**config.mk**
```make
export PLATFORM = sky130hd
export DESIGN_NAME = sinogram_lane_addresser_flat
export DESIGN_NICKNAME = d
export VERILOG_FILES = /design/src/rtl/sinogram_lane_addresser_if.sv /design/src/rtl/sinogram_lane_addresser.sv /design/src/flat_wrapper.sv
export SDC_FILE = /design/constraint.sdc
export NUM_CORES = 1
export LEC_CHECK = 0
export BUFFER_PORTS_ARGS = -buffer_cell sky130_fd_sc_hd__buf_4
export CORE_UTILIZATION = 40
export CTS_BUF_LIST = sky130_fd_sc_hd__clkbuf_8 sky130_fd_sc_hd__clkbuf_16
export CTS_CLUSTER_SIZE = 30
export DETAILED_ROUTE_END_ITERATION = 10
export MAX_ROUTING_LAYER = met4
export SLEW_MARGIN = 5
export SYNTH_ARGS = -nofsm -noshare
export SYNTH_HDL_FRONTEND = slang
export SYNTH_SLANG_ARGS = --single-unit
export TNS_END_PERCENT = 100
```
**constraint.sdc**
```tcl
create_clock -name clk -period 6 [get_ports clk]
set_input_delay 1.2 -clock clk [delete_from_list [all_inputs] [get_ports clk]]
set_output_delay 1.2 -clock clk [all_outputs]
set_load 0.005 [all_outputs]
```
**src/rtl/sinogram_lane_addresser_if.sv**
```systemverilog
// Host / filtered-RAM / sinogram-RAM signal bundle for sinogram_lane_addresser.
// Host side:   hs_kick, hs_start, hs_count, hs_reverse -> ; <- hs_done, hs_err, hs_busy
// Filtered RAM: fr_s_val, fr_next_angle -> ; <- fr_angle, fr_has_next_angle, fr_next_angle_ack
// Sinogram RAM: <- sg_addr (lane k in [k*ADDR_WIDTH +: ADDR_WIDTH]), sg_lane_valid
// master drives the requests (host / filtered RAM side); slave is the addresser.
interface sinogram_lane_addresser_if #(
  parameter int unsigned ANGLE_WIDTH = 8,
  parameter int unsigned S_WIDTH     = 4,
  parameter int unsigned ADDR_WIDTH  = 8,
  parameter int unsigned LANES       = 2
);
  logic                          hs_kick;
  logic [ANGLE_WIDTH-1:0]        hs_start;
  logic [ANGLE_WIDTH-1:0]        hs_count;
  logic                          hs_reverse;
  logic                          hs_done;
  logic                          hs_err;
  logic                          hs_busy;
  logic [S_WIDTH-1:0]            fr_s_val;
  logic                          fr_next_angle;
  logic [ANGLE_WIDTH-1:0]        fr_angle;
  logic                          fr_has_next_angle;
  logic                          fr_next_angle_ack;
  logic [LANES*ADDR_WIDTH-1:0]   sg_addr;
  logic [LANES-1:0]              sg_lane_valid;

  modport master (
    output hs_kick, hs_start, hs_count, hs_reverse, fr_s_val, fr_next_angle,
    input  hs_done, hs_err, hs_busy, fr_angle, fr_has_next_angle, fr_next_angle_ack,
           sg_addr, sg_lane_valid
  );

  modport slave (
    input  hs_kick, hs_start, hs_count, hs_reverse, fr_s_val, fr_next_angle,
    output hs_done, hs_err, hs_busy, fr_angle, fr_has_next_angle, fr_next_angle_ack,
           sg_addr, sg_lane_valid
  );
endinterface

```
**src/rtl/sinogram_lane_addresser.sv**
```systemverilog
// Walks a host-configured window of projection angles (forward or reverse),
// LANES angles per step, and produces one registered sinogram RAM address per
// lane from the shared filtered-RAM s value.
// Ports: clk, reset_n (async active-low), bus (slave side of
// sinogram_lane_addresser_if: host kick/config/status, filtered-RAM angle
// handshake, per-lane sinogram addresses with valid flags).
module sinogram_lane_addresser #(
  parameter int unsigned NO_OF_ANGLES = 12,
  parameter int unsigned LINE_SIZE    = 16,
  parameter int unsigned LANES        = 2,
  parameter int unsigned ANGLE_STEP   = 15,
  parameter int unsigned ANGLE_WIDTH  = 8,
  parameter int unsigned S_WIDTH      = 4,
  parameter int unsigned ADDR_WIDTH   = 8
) (
  input logic                        clk,
  input logic                        reset_n,
  sinogram_lane_addresser_if.slave   bus
);

  localparam int unsigned AW = ANGLE_WIDTH;
  localparam int unsigned DW = ADDR_WIDTH;
  localparam int unsigned EW = ANGLE_WIDTH + 1;

  // Per-step increments, all compile-time constants.
  localparam logic [AW-1:0] IDX_INC   = AW'(LANES);
  localparam logic [AW-1:0] ANGLE_INC = AW'(LANES * ANGLE_STEP);
  localparam logic [DW-1:0] BASE_INC  = DW'(LANES * LINE_SIZE);

  typedef enum logic {
    READY = 1'b0,
    WORK  = 1'b1
  } state_t;

  state_t                  state_q, state_d;
  logic                    dir_q, dir_d;
  logic [AW-1:0]           idx_q, idx_d;
  logic [AW-1:0]           rem_q, rem_d;
  logic [AW-1:0]           angle_q, angle_d;
  logic [DW-1:0]           base_q, base_d;
  logic                    err_q, err_d;
  logic [LANES*DW-1:0]     addr_q, addr_d;
  logic [LANES-1:0]        valid_q, valid_d;

  logic [S_WIDTH-1:0]      s_val;
  logic [EW-1:0]           win_end;
  logic                    cfg_bad;
  logic [AW-1:0]           kick_idx;
  logic                    has_next;
  logic                    ack;
  logic                    done;

  assign s_val    = bus.fr_s_val;
  // Window end computed one bit wider so start+count cannot overflow the check.
  assign win_end  = {1'b0, bus.hs_start} + {1'b0, bus.hs_count};
  assign cfg_bad  = (bus.hs_count == '0) || (win_end > EW'(NO_OF_ANGLES));
  assign kick_idx = bus.hs_reverse ? AW'(win_end - EW'(1)) : bus.hs_start;

  assign has_next = (state_q == WORK) && (rem_q > AW'(LANES));
  assign ack      = (state_q == WORK) && bus.fr_next_angle && has_next;
  assign done     = (state_q == WORK) && bus.fr_next_angle && !has_next;

  // State and walk registers.
  always_ff @(posedge clk or negedge reset_n) begin
    if (!reset_n) begin
      state_q <= READY;
      dir_q   <= 1'b0;
      idx_q   <= '0;
      rem_q   <= '0;
      angle_q <= '0;
      base_q  <= '0;
      err_q   <= 1'b0;
      addr_q  <= '0;
      valid_q <= '0;
    end else begin
      state_q <= state_d;
      dir_q   <= dir_d;
      idx_q   <= idx_d;
      rem_q   <= rem_d;
      angle_q <= angle_d;
      base_q  <= base_d;
      err_q   <= err_d;
      addr_q  <= addr_d;
      valid_q <= valid_d;
    end
  end

  // Next state: kick accept/reject in READY, accumulator stepping in WORK.
  always_comb begin
    state_d = state_q;
    dir_d   = dir_q;
    idx_d   = idx_q;
    rem_d   = rem_q;
    angle_d = angle_q;
    base_d  = base_q;
    err_d   = 1'b0;
    case (state_q)
      READY: begin
        if (bus.hs_kick) begin
          if (cfg_bad) begin
            err_d = 1'b1;
          end else begin
            state_d = WORK;
            dir_d   = bus.hs_reverse;
            rem_d   = bus.hs_count;
            idx_d   = kick_idx;
            // One-off constant-coefficient products at window start only.
            base_d  = DW'(kick_idx) * DW'(LINE_SIZE);
            angle_d = kick_idx * AW'(ANGLE_STEP);
          end
        end
      end
      WORK: begin
        if (ack) begin
          rem_d = rem_q - IDX_INC;
          if (dir_q) begin
            idx_d   = idx_q - IDX_INC;
            base_d  = base_q - BASE_INC;
            angle_d = angle_q - ANGLE_INC;
          end else begin
            idx_d   = idx_q + IDX_INC;
            base_d  = base_q + BASE_INC;
            angle_d = angle_q + ANGLE_INC;
          end
        end else if (done) begin
          state_d = READY;
        end
      end
      default: state_d = READY;
    endcase
  end

  // Per-lane address: base +/- constant lane offset + s; invalid lanes read 0.
  always_comb begin
    addr_d  = '0;
    valid_d = '0;
    if (state_q == WORK) begin
      for (int k = 0; k < int'(LANES); k++) begin
        if (AW'(k) < rem_q) begin
          valid_d[k] = 1'b1;
          if (dir_q) begin
            addr_d[k*DW +: DW] = base_q - DW'(k * LINE_SIZE) + DW'(s_val);
          end else begin
            addr_d[k*DW +: DW] = base_q + DW'(k * LINE_SIZE) + DW'(s_val);
          end
        end
      end
    end
  end

  assign bus.hs_done           = done;
  assign bus.hs_err            = err_q;
  assign bus.hs_busy           = (state_q == WORK);
  assign bus.fr_angle          = angle_q;
  assign bus.fr_has_next_angle = has_next;
  assign bus.fr_next_angle_ack = ack;
  assign bus.sg_addr           = addr_q;
  assign bus.sg_lane_valid     = valid_q;

endmodule

```
**src/flat_wrapper.sv**
```systemverilog
// flat-port wrapper written by rule: the top's interface ports become plain ports
module sinogram_lane_addresser_flat 
#(
  parameter int unsigned NO_OF_ANGLES = 12,
  parameter int unsigned LINE_SIZE    = 16,
  parameter int unsigned LANES        = 2,
  parameter int unsigned ANGLE_STEP   = 15,
  parameter int unsigned ANGLE_WIDTH  = 8,
  parameter int unsigned S_WIDTH      = 4,
  parameter int unsigned ADDR_WIDTH   = 8
)
  (clk, reset_n, bus_hs_kick, bus_hs_start, bus_hs_count, bus_hs_reverse, bus_fr_s_val, bus_fr_next_angle, bus_hs_done, bus_hs_err, bus_hs_busy, bus_fr_angle, bus_fr_has_next_angle, bus_fr_next_angle_ack, bus_sg_addr, bus_sg_lane_valid);
  sinogram_lane_addresser_if #(.ANGLE_WIDTH(ANGLE_WIDTH), .S_WIDTH(S_WIDTH), .ADDR_WIDTH(ADDR_WIDTH), .LANES(LANES)) bus_i ();
  input logic clk;
  input logic reset_n;
  input wire logic [$bits(bus_i.hs_kick)-1:0] bus_hs_kick;
  input wire logic [$bits(bus_i.hs_start)-1:0] bus_hs_start;
  input wire logic [$bits(bus_i.hs_count)-1:0] bus_hs_count;
  input wire logic [$bits(bus_i.hs_reverse)-1:0] bus_hs_reverse;
  input wire logic [$bits(bus_i.fr_s_val)-1:0] bus_fr_s_val;
  input wire logic [$bits(bus_i.fr_next_angle)-1:0] bus_fr_next_angle;
  output wire logic [$bits(bus_i.hs_done)-1:0] bus_hs_done;
  output wire logic [$bits(bus_i.hs_err)-1:0] bus_hs_err;
  output wire logic [$bits(bus_i.hs_busy)-1:0] bus_hs_busy;
  output wire logic [$bits(bus_i.fr_angle)-1:0] bus_fr_angle;
  output wire logic [$bits(bus_i.fr_has_next_angle)-1:0] bus_fr_has_next_angle;
  output wire logic [$bits(bus_i.fr_next_angle_ack)-1:0] bus_fr_next_angle_ack;
  output wire logic [$bits(bus_i.sg_addr)-1:0] bus_sg_addr;
  output wire logic [$bits(bus_i.sg_lane_valid)-1:0] bus_sg_lane_valid;
  assign bus_i.hs_kick = bus_hs_kick;
  assign bus_i.hs_start = bus_hs_start;
  assign bus_i.hs_count = bus_hs_count;
  assign bus_i.hs_reverse = bus_hs_reverse;
  assign bus_i.fr_s_val = bus_fr_s_val;
  assign bus_i.fr_next_angle = bus_fr_next_angle;
  assign bus_hs_done = bus_i.hs_done;
  assign bus_hs_err = bus_i.hs_err;
  assign bus_hs_busy = bus_i.hs_busy;
  assign bus_fr_angle = bus_i.fr_angle;
  assign bus_fr_has_next_angle = bus_i.fr_has_next_angle;
  assign bus_fr_next_angle_ack = bus_i.fr_next_angle_ack;
  assign bus_sg_addr = bus_i.sg_addr;
  assign bus_sg_lane_valid = bus_i.sg_lane_valid;
  sinogram_lane_addresser #(.NO_OF_ANGLES(NO_OF_ANGLES), .LINE_SIZE(LINE_SIZE), .LANES(LANES), .ANGLE_STEP(ANGLE_STEP), .ANGLE_WIDTH(ANGLE_WIDTH), .S_WIDTH(S_WIDTH), .ADDR_WIDTH(ADDR_WIDTH)) u_core (.clk(clk), .reset_n(reset_n), .bus(bus_i));
endmodule
```
# Word level (Yosys, flattened, before mapping)
# Cells that the tools add are included.
classes:
  n_bitwise: 2
  n_eq_ne: 3
  order_cmp: 4
  n_mux: 30
  n_reduce_logical: 9
  addsub: 12
  mul: 1
ops:
  columns: ["op", "count"]
  rows:
  - ["$mux W8", 15]
  - ["$pmux W8 S2", 3]
  - ["$add A8 B4 Y8", 3]
  - ["$add A8 B5 Y8 const B", 2]
  - ["$lt A1 B8 Y1 const A", 2]
  - ["$mux W16", 1]
  - ["$sub A8 B5 Y8 const B", 2]
  - ["$add A8 B8 Y9", 1]
  - ["$gt A9 B4 Y1 const B", 1]
  - ["$mux W1", 9]
  - ["$add A8 B6 Y8 const B", 1]
  - ["$gt A8 B2 Y1 const B", 1]
  - ["$logic_not A8 Y1", 1]
  - ["$mul A8 B4 Y8 const B", 1]
  - ["$sub A8 B1 Y8 const B", 1]
  - ["$sub A8 B2 Y8 const B", 1]
  - ["$sub A8 B6 Y8 const B", 1]
  - ["$ne A2 B2 Y1 const B", 3]
  - ["$reduce_and A3 Y1", 2]
  - ["$logic_and A1 B1 Y1", 4]
  - ["$mux W2", 1]
  - ["$not A1 Y1", 2]
  - ["$pmux W1 S2", 1]
  - ["$logic_not A1 Y1", 1]
  - ["$logic_or A1 B1 Y1", 1]
totals:
  register_bits: 45
  wordCells: 69
  input_bits: 25
  out_inout_bits: 31

# Depth between registers and ports, before layout
depth:
  ltp_word: 7
  mapped_depth: 21
  ltp_nobuf: 21

# Least setup slack after synthesis
# OpenSTA, ideal clock, no wires.
synth_path:
  path_kind: "input to register"
  from: "in bus_hs_count[0]"
  to: "reg u_core.angle_q[7] (netlist: u_core.bus.fr_angle[7])"
  arrival_time_ns: 5.878
  setup_time_ns: 0.120
  required_time_ns: 5.880
  stages: 19
  setup_slack_ns: 0.001
  n_path_buf: 0
  cell_sequence: "ha_1 > fa_1 > xnor2_2 > nand3_1 > o21bai_1 > or3_1 > a31o_1 > fa_1 > fa_1 > inv_1 > ha_1 > and2_1 > o21ai_0 > o31ai_1 > a211o_1 > xnor2_2 > xnor2_2 > xnor3_1 > a41o_1"
synth_between:
  elab_chain_len: 7
  elab_cells_between_ends: 12
  classes_between: "2 x add/sub; 1 x mul; 1 x order compare; 1 x eq/ne; 4 x mux; 3 x reduce/logical"
synth_lines:
  columns: ["element", "line_no", "source"]
  rows:
  - ["start, declared", "flat_wrapper.sv:18", "input wire logic [$bits(bus_i.hs_count)-1:0] bus_hs_count;"]
  - ["$add A8 B8 Y9", "sinogram_lane_addresser.sv:55", "assign win_end = {1'b0, bus.hs_start} + {1'b0, bus.hs_count};"]
  - ["$sub A8 B1 Y8", "sinogram_lane_addresser.sv:57", "assign kick_idx = bus.hs_reverse ? AW'(win_end - EW'(1)) : bus.hs_start;"]
  - ["$mux W8", "sinogram_lane_addresser.sv:57", null]
  - ["$mul A8 B4 Y8", "sinogram_lane_addresser.sv:109", "angle_d = kick_idx * AW'(ANGLE_STEP);"]
  - ["$mux W8", "sinogram_lane_addresser.sv:100", "if (cfg_bad) begin"]
  - ["$mux W8", "sinogram_lane_addresser.sv:99", "if (bus.hs_kick) begin"]
  - ["$pmux W8 S2", "sinogram_lane_addresser.sv:97", "case (state_q)"]
  - ["end signal, assigned", "sinogram_lane_addresser.sv:80", "angle_q <= angle_d;"]
  - ["end, declared", "sinogram_lane_addresser.sv:39", "logic [AW-1:0] angle_q, angle_d;"]
# Several ways; a longest one is shown, not always the timed one. The select of a mux whose other input is x is not followed.
# A chain may end at the register's enable or synchronous reset.

# Final worst setup path
# Same ends and word-level chain as after synthesis.

==> results.ini <==
[place]
dp_hpwl_um = 6017
io_buffers = 55
place_congestion = 0.9095

[setup_path]
reg2reg_from = u_core.dir_q$_DFFE_PN0P_
cp.arrival_ns = 6.00
rrSetupSlack_ns = 3.28
worst_setup_path_start_kind = input port
cp-end-kind = flop
crit_required_ns = 6.19
crit_fanout = 4
crit_type = input port to flop
reg2reg_depth = 10
timing.rr.end = u_core.bus.fr_angle[7]$_DFFE_PN0P_

[sta]
final-hold-violation-count = 0
max-slew-margin-rel_pct = 66.45
final_max_slew_viol_count = 0
period_share_pct = 96.76
timing.final.crit_period_ns = 5.806
fin_skew_ns = 0.003935
finalHoldWorstSlack_ns = 0.5101
tightest_slew_ns = 0.5032
setup_viol = 0
fmax_ghz = 0.1722

[yosys]
syn_avg_cell_area_um2 = 9.276
ys_seq_elements = 40
syn_area_mm2 = 0.003386
synth_cells = 365
yosysWarnings = 0
syn_nets = 426
yosys.area_share.adder_pct = 15.52
synth_compound_area_share_pct = 22.95
synth_cell_types = 68
async_reset_ff_share_pct = 100.0
synth-simple-area-share_pct = 16.15
yosys.area.top_type = dfrtp_1
ys.flop_type = dfrtp_1
synth_top_family_by_area = compound AO/OA/AOI/OAI gates
synthMuxAreaShare_pct = 2.217
synth.top_cell.area_share_pct = 29.56
synth_xor_area_share_pct = 7.539
synth_area_leaders = dfrtp_1 (30%), ha_1 (9.6%), fa_1 (5.9%)
synth_edf_count = 0
yosysSeqAreaShare_pct = 29.56

[run_status]
status = complete, no violations

[power]
fin_total_pwr_mw = 1.819
power_switching_uw = 772.6
ir_drop_uv = 152.1
p_int_mw = 1.046
power.density_mw_per_mm2 = 439.5
comb_power_share_pct = 64.9
swShare_pct = 42.48
leakage_nw = 2.032
p_seq_share_pct = 25.2
p_clk_share_pct = 9.9

[grt]
grt_pass1_vias = 2744
grt_overflow = 0
grt_antenna_before_repair = 0
grt_pass1_wl_um = 13100
gr-usage-all-layers_pct = 19.32
grt_max_degree = 41

[die]
core_mm2 = 0.008217
start_util_pct = 41.21
floorplan.rows = 33
pin_count = 56
fp.dieH_um = 94
dieWidth_um = 94
dieArea_mm2 = 0.008836

[cells_and_area]
nNetsFinal = 497
nFillCells = 798
seq_area_mm2 = 0.001001
antenna_cells = 0
syn2layout_area_growth_pct = 22.21
multi_input_area_mm2 = 0.002201
drive_gt1_share_pct = 25.63
post-route-util_pct = 50.36

[worst_hold_path]
holdPathEnd = u_core.base_q[6]$_DFFE_PN0P_
hold_depth = 2
hold_class = flop to flop
hold_start = u_core.base_q[6]$_DFFE_PN0P_

[detailed_routing]
antenna_left = 0
drtIter0Drc = 150
post-route-drc-count = 0
num_vias = 2886
wl_um = 7731
viasPerCell = 5.325
dr.pass1.iters = 4
post_drt_wl_per_cell_um = 14.26

[job]
drv_cap = 0

[cts]
clock_latency_ns = 0.29
cts_inserted_buffers = 5
cts.sinks = 40
cts.htree.levels = 2
clk_pin_slew_ns = 0.08
cts_tree = done
root_buffer = clkbuf_8
max-clock-path-buffers = 2

[flip-flops by register name, summed over array words and instances (netlist names)]
| register | count |
|---|---|
| u_core.bus.sg_lane_valid | 2 |
| u_core.dir_q | 1 |
| u_core.rem_q | 8 |
| u_core.bus.sg_addr | 16 |
| u_core.base_q | 4 |
| u_core.bus.fr_angle | 7 |
| u_core.bus.hs_busy | 1 |
| u_core.bus.hs_err | 1 |
[power by group through the flow]
stage / Clock (mW) / Sequential [mW] / Combinational (mW)
6_report: 0.180 / 0.458 / 1.18
5_1_grt: 0.198 / 0.472 / 1.34
3_3_place_gp: 0 / 0.459 / 1.16
3_5_place_dp: 0 / 0.463 / 1.18
2_1_floorplan: 0 / 0.446 / 0.845
4_1_cts: 0.185 / 0.458 / 1.19
[cell type report]
| class | instances | share of cell area [%] |
|---|---|---|
| multi-input combinational | 278 | 53.19 |
| inverter | 31 | 2.812 |
| sequential | 40 | 24.19 |
| tap | 105 | 3.175 |
| clock buffer | 5 | 1.663 |
| timing repair buffer | 80 | 14.51 |
| clock inverter | 3 | 0.4536 |
[worst max-delay path by stage]
stage,start,end,slack (ns),cells past startpoint
4_1_cts,bus_hs_count[0],u_core.bus.fr_angle[7]$_DFFE_PN0P_,0.15,21
6_report,bus_hs_count[0],u_core.bus.fr_angle[7]$_DFFE_PN0P_,0.19,21
3_3_place_gp,bus_hs_count[0],u_core.bus.fr_angle[7]$_DFFE_PN0P_,-0.09,21
3_5_place_dp,bus_hs_count[0],u_core.bus.fr_angle[7]$_DFFE_PN0P_,-0.14,21
2_1_floorplan,bus_hs_count[0],u_core.bus.fr_angle[7]$_DFFE_PN0P_,0.001,19
5_1_grt,bus_hs_count[0],u_core.bus.fr_angle[7]$_DFFE_PN0P_,-0.01,21
[synthesized netlist by cell type, drive strengths merged, types with 2 or more instances]
cell and number:
dfrtp 40, nor2 32, inv 31, ha 26
nand2 25, a21oi 24, o21ai 23, xnor2 20
and2 11, fa 10, clkbuf 9, or3 8
a21o 7, buf 7, nor3 7, o22a 7
mux2i 6, and3 5, nand3 5, a211o 4
a221oi 4, a31oi 4, nor2b 4, o21bai 4
xor2 4, a211oi 3, nand4 3, nor3b 3
a31o 2, nand2b 2, nor4 2, o41a 2
[worst max-delay path, stage by stage]
cell	delay [ns]
buf_4	0.11
ha_1	0.22
fa_2	0.34
buf_4	0.16
xnor2_2	0.16
nand3_1	0.12
o21bai_2	0.22
or3_4	0.40
a31o_1	0.24
fa_1	0.47
fa_1	0.55
inv_1	0.04
ha_1	0.29
and2_1	0.14
o21ai_0	0.14
o31ai_1	0.09
a211o_1	0.31
xnor2_2	0.20
xnor2_2	0.13
xnor3_1	0.23
a41o_1	0.24
[through the flow]
stage                     std cells  setup TNS [ns]  instance area, um^2  setup WS [ns]
after floorplan                 365               0                 3386       0.001225
after global placement          534        -0.08746                 4029       -0.08746
after detailed placement        534         -0.1418                 4029        -0.1418
after CTS                       542               0                 4116         0.1456
after global routing            542        -0.01088                 4138       -0.01088
final                           542               0                 4138         0.1944
[what timing repair did]
item,4_1_cts,5_1_grt
setup buffers,0,0
hold buffers,0,0
gates resized for setup,0,5
endpoints found under the setup margin,0,1
[layer usage]
metal,vias to the layer above,track usage [%],share of wire (%)
met1,1372,25.96,46
li1,1432,-,-
met3,7,2.670,4.0
met4,0,4.615,1.1
met5,-,-,0
met2,75,30.84,49
[layout by cell type, fill, tap and decap left out, types with 4 or more instances in the layout]
master,netlist,routed
or3_1,8,7
nor3_1,7,7
a211o_1,4,4
o22a_1,7,7
a21o_1,7,7
nor2b_1,4,4
and2_1,10,10
clkbuf_8,0,5
dfrtp_1,40,40
and3_1,5,5
buf_4,1,80
a21oi_1,23,23
fa_1,10,9
a221oi_2,3,4
mux2i_1,5,5
xor2_1,4,4
nand3_1,5,5
ha_1,26,26
o21ai_0,16,16
xnor2_1,17,17
nor2_1,32,32
o21ai_1,6,5
nand2_1,25,25
inv_1,30,30
[logic make-up (layout without fill, tap and decap cells)]
group           Yosys count  after routing
compound gates          100            100
xor+xnor                 25             25
fa+ha+maj                36             36
buf+inv                  47            119
flops                    40             40
mux                       7              7
simple gates            110            110
(Power assumes the default switching activity.)
